<file path="config.mk">
export PLATFORM = sky130hd
export DESIGN_NAME = mod_recombine
export DESIGN_NICKNAME = d
export VERILOG_FILES = /design/src/rtl/mod_recombine.sv
export SDC_FILE = /design/constraint.sdc
export NUM_CORES = 1
export LEC_CHECK = 0
export CAP_MARGIN = 20
export CORE_MARGIN = 1
export CORE_UTILIZATION = 45
export DETAILED_ROUTE_END_ITERATION = 16
export PLACE_DENSITY = 0.7
export SYNTH_ARGS = -nofsm -noshare
export SYNTH_HDL_FRONTEND = slang
export SYNTH_SLANG_ARGS = --single-unit
export TNS_END_PERCENT = 1
</file>
<file path="constraint.sdc">
create_clock -name clock -period 2.41 [get_ports clock]
set_input_delay 0.482 -clock clock [delete_from_list [all_inputs] [get_ports clock]]
set_output_delay 0.482 -clock clock [all_outputs]
set_load 0.01 [all_outputs]
</file>
<file path="src/rtl/mod_recombine.sv">
// Sequential recombiner: rebuilds quotient*div + remainder by repeated addition,
// one div per clock, saturating at 2^DW-1 with a sticky overflow flag.
module mod_recombine #(
    parameter int DW = 8,
    parameter int KW = 5
) (
    input  logic          clock,
    input  logic          reset,
    input  logic          start,
    input  logic [KW-1:0] div,
    input  logic [DW-1:0] quotient,
    input  logic [DW-1:0] remainder,
    output logic          busy,
    output logic          done,
    output logic [DW-1:0] outputval,
    output logic          overflow
);

    typedef enum logic {IDLE, ACCUM} state_t;

    localparam logic [DW+1:0] MAXV = {2'b00, {DW{1'b1}}};

    state_t        state_q, state_d;
    logic [DW:0]   acc_q, acc_d;
    logic [DW-1:0] cnt_q, cnt_d;
    logic [KW-1:0] div_q, div_d;
    logic          ovf_q, ovf_d;
    logic [DW-1:0] outval_q, outval_d;
    logic          oflag_q, oflag_d;
    logic          done_q, done_d;
    logic          busy_q, busy_d;
    logic [DW+1:0] sum;

    always_comb begin
        state_d  = state_q;
        acc_d    = acc_q;
        cnt_d    = cnt_q;
        div_d    = div_q;
        ovf_d    = ovf_q;
        outval_d = outval_q;
        oflag_d  = oflag_q;
        done_d   = 1'b0;
        sum      = {1'b0, acc_q} + {{(DW+2-KW){1'b0}}, div_q};

        case (state_q)
            IDLE: begin
                if (start) begin
                    div_d   = div;
                    cnt_d   = quotient;
                    acc_d   = {1'b0, remainder};
                    ovf_d   = 1'b0;
                    state_d = ACCUM;
                end
            end
            ACCUM: begin
                if (cnt_q != '0) begin
                    cnt_d = cnt_q - DW'(1);
                    // Saturate rather than wrap; overflow stays set for the rest of the operation.
                    if (sum > MAXV) begin
                        acc_d = {1'b0, {DW{1'b1}}};
                        ovf_d = 1'b1;
                    end else begin
                        acc_d = sum[DW:0];
                    end
                end else begin
                    outval_d = acc_q[DW-1:0];
                    oflag_d  = ovf_q;
                    done_d   = 1'b1;
                    state_d  = IDLE;
                end
            end
            default: state_d = IDLE;
        endcase

        busy_d = (state_d == ACCUM);
    end

    always_ff @(posedge clock or posedge reset) begin
        if (reset) begin
            state_q  <= IDLE;
            acc_q    <= '0;
            cnt_q    <= '0;
            div_q    <= '0;
            ovf_q    <= 1'b0;
            outval_q <= '0;
            oflag_q  <= 1'b0;
            done_q   <= 1'b0;
            busy_q   <= 1'b0;
        end else begin
            state_q  <= state_d;
            acc_q    <= acc_d;
            cnt_q    <= cnt_d;
            div_q    <= div_d;
            ovf_q    <= ovf_d;
            outval_q <= outval_d;
            oflag_q  <= oflag_d;
            done_q   <= done_d;
            busy_q   <= busy_d;
        end
    end

    assign busy      = busy_q;
    assign done      = done_q;
    assign outputval = outval_q;
    assign overflow  = oflag_q;

endmodule

</file>
==> flow_summary.yaml <==
yosys:
  syn-num-nets: 232
  synth_seq_area_share: 0.4418
  synth_top_area_cell: "dfrtp_1"
  syn_area_um2: 1926
  yosys-top-cells-count: "dfrtp_1, nand2_1, a21oi_1, nor2_1"
  yosysUniqueCellTypes: 48
  synth_top_area_frac: 0.4418
  synth_ff_type: "dfrtp_1"
  ys_ff_latch: 34
  synthTopCellsByArea: "dfrtp_1, a21oi_1, mux2_2, nand2_1, ha_1"
  ys_warn_count: 0
  yosysMostFrequentCell: "dfrtp_1"
  netlist_instances: 201
  synthArstFlopShare: 1.000
  synth_edf_count: 0
  syn_avg_cell_area_um2: 9.580
cts:
  cts_resized: 0
  cts_hold_buf: 0
  path_clk_slew_ns: 0.07
  cts_root_buffer: "clkbuf_8"
  clock_latency_ns: 0.28
  clkSinkCount: 34
  cts_setup_buffers: 0
  cts_made_buffers: 5
  clock_path_buffers: 2
  cts_tree: "yes"
  h-tree-depth: 2
floorplanning:
  die_w_um: 67.42
  die_h_um: 67.42
  initial_core_util: 0.4746
  fp-row-count: 23
  dieArea_um2: 4545
  core_um2: 4058
  pin_count: 35
layout:
  drive_above_1_share: 0.1429
  instances_no_fill: 295
  post-route-cell-area_um2: 2442
  antennaDiodeCount: 0
  fill_cells: 360
  seq_area_um2: 850.8
  multiInputGateArea_um2: 968.4
  nets: 275
  area_delta_synth_final_pct: 26.84
  final_util: 0.6019
timing:
  final-setup-viol-count: 0
  finalMaxSlewViolations: 0
  hold_viol: 0
  skew_ns: 0.005129
  max_freq_mhz: 441.3
  relSlewSlack: 0.6745
  min_period_over_period: 0.9403
  worstMarginPinSlew_ns: 0.4839
  final.setup.tns_ns: 0
  setup_slack_ns: 0.1439
  finalCriticalPeriod_ns: 2.266
  rsz0062_at_grt: "no"
route:
  ant_nets: 0
  num_vias: 1634
  route.detailed.wl_per_inst_um: 14.63
  drc: 0
  wl_um: 4315
  drt_first_pass_iters: 4
  drt_iter0_drc: 88
  vias_per_cell: 5.539
job:
  cap_viol_max_count: 0
place:
  port_buffers: 34
  place_ws_ns: 0.1822
  place_area_um2: 2351
  dpl.hpwl_um: 3091
  routabilityCongestion: 0.8358
  place_inst: 287
global_route:
  antenna_found_initial: 0
  overflow: 0
  grt_pass1_wl_um: 7272
  grt.total_usage: 0.2175
  grt_max_degree: 35
  grt_pass1_vias: 1542
pwr:
  leakage_uw: 0.001103
  pwr_density_cell_nw_per_um2: 1115
  ir_drop_mv: 0.4571
outcome:
  status: "finished, final reports clean"
worst_setup_path:
  path_class: "flip-flop to flip-flop"
  cp_max_fo: 5
  start_kind: "flip-flop"
  crit_arrival_ns: 2.43
  critical_path_required_ns: 2.57
  end_kind: "flip-flop"
min_path:
  hp-class: "flip-flop to flip-flop"
routing by layer:
metal / wire, um / up-vias / track usage
met4: 61 / 0 / 0.07447
met1: 2122 / 782 / 0.3022
met2: 1980 / 38 / 0.3300
li1: - / 806 / -
met3: 150 / 8 / 0.05068
met5: 0 / - / 0
critical path: stages (launching register included):
cell and delay [ns]:
dfrtp_1 0.39, ha_1 0.24, fa_1 0.42, a21oi_1 0.19
o211ai_1 0.22, a211o_1 0.41, a21oi_1 0.18, o31ai_1 0.08
state kept, by name, summed over array words and instances, names as in the netlist:
| name | flops |
|---|---|
| acc_q | 9 |
| cnt_q | 8 |
| outputval | 8 |
| div_q | 5 |
| busy | 1 |
| done | 1 |
| overflow | 1 |
| ovf_q | 1 |
per-stage QoR:
step | total power, uW | hold WS (ns)
after floorplan | 1931 | 0.4497
after global placement | 2248 | 0.4690
after detailed placement | 2286 | 0.4721
after CTS | 2740 | 0.4972
after global routing | 2980 | 0.5139
final | 2724 | 0.4881
power by group:
part / internal, uW / leakage, uW / total [uW] / switching (uW)
combinational: 628 / 0.000636 / 1300 / 670
clock: 230 / 0.0000482 / 433 / 203
sequential: 790 / 0.000419 / 993 / 203
total: 1650 / 0.00110 / 2720 / 1080
area by class of cell:
cell class | count | area share
flip-flops and latches | 34 | 0.3484
well taps | 50 | 0.02561
clock buffers | 7 | 0.03535
repair buffers | 45 | 0.1732
multi-input cells | 147 | 0.3965
clock inverters | 1 | 0.002049
inverters | 11 | 0.01895
cell usage in the layout, fill, tap and decap left out, types with 2 or more instances in the layout:
master,count
a21o_1,2
or3_1,2
clkbuf_8,6
nor2_1,11
inv_1,9
ha_1,6
a21oi_1,23
nor2b_1,2
o31ai_1,3
dfrtp_1,34
nand2_1,25
nor3_1,4
o211ai_1,6
o21ai_0,6
o21ai_1,2
mux2_2,9
nand3_1,8
clkdlybuf4s50_1,34
mux2i_1,3
and3_1,3
buf_4,11
a31oi_1,3
o21bai_1,2
nor3b_1,2
a211oi_1,2
a22o_1,2
xor2_1,2
worst paths after layout:
check,cells past startpoint,endpoint,slack (ns),start
min reg2reg,2,div_q[2],0.49,div_q[2]
max,7,acc_q[6],0.14,acc_q[0]
max reg2reg,7,acc_q[6],0.14,acc_q[0]
max in group asynchronous,3,overflow,1.50,reset
min in group asynchronous,3,cnt_q[5],0.59,reset
min,2,div_q[2],0.49,div_q[2]
logic make-up after synthesis:
family,Yosys count,synth area share
XOR/XNOR,3,0.01365
AND/OR/NAND/NOR,65,0.1728
multiplexers,12,0.06823
AO/OA/AOI/OAI,60,0.1988
adder cells (fa/ha/maj),7,0.04938
buffers and inverters,20,0.05522
flip-flops,34,0.4418
Note: power is estimated with default switching activity, not from simulation.
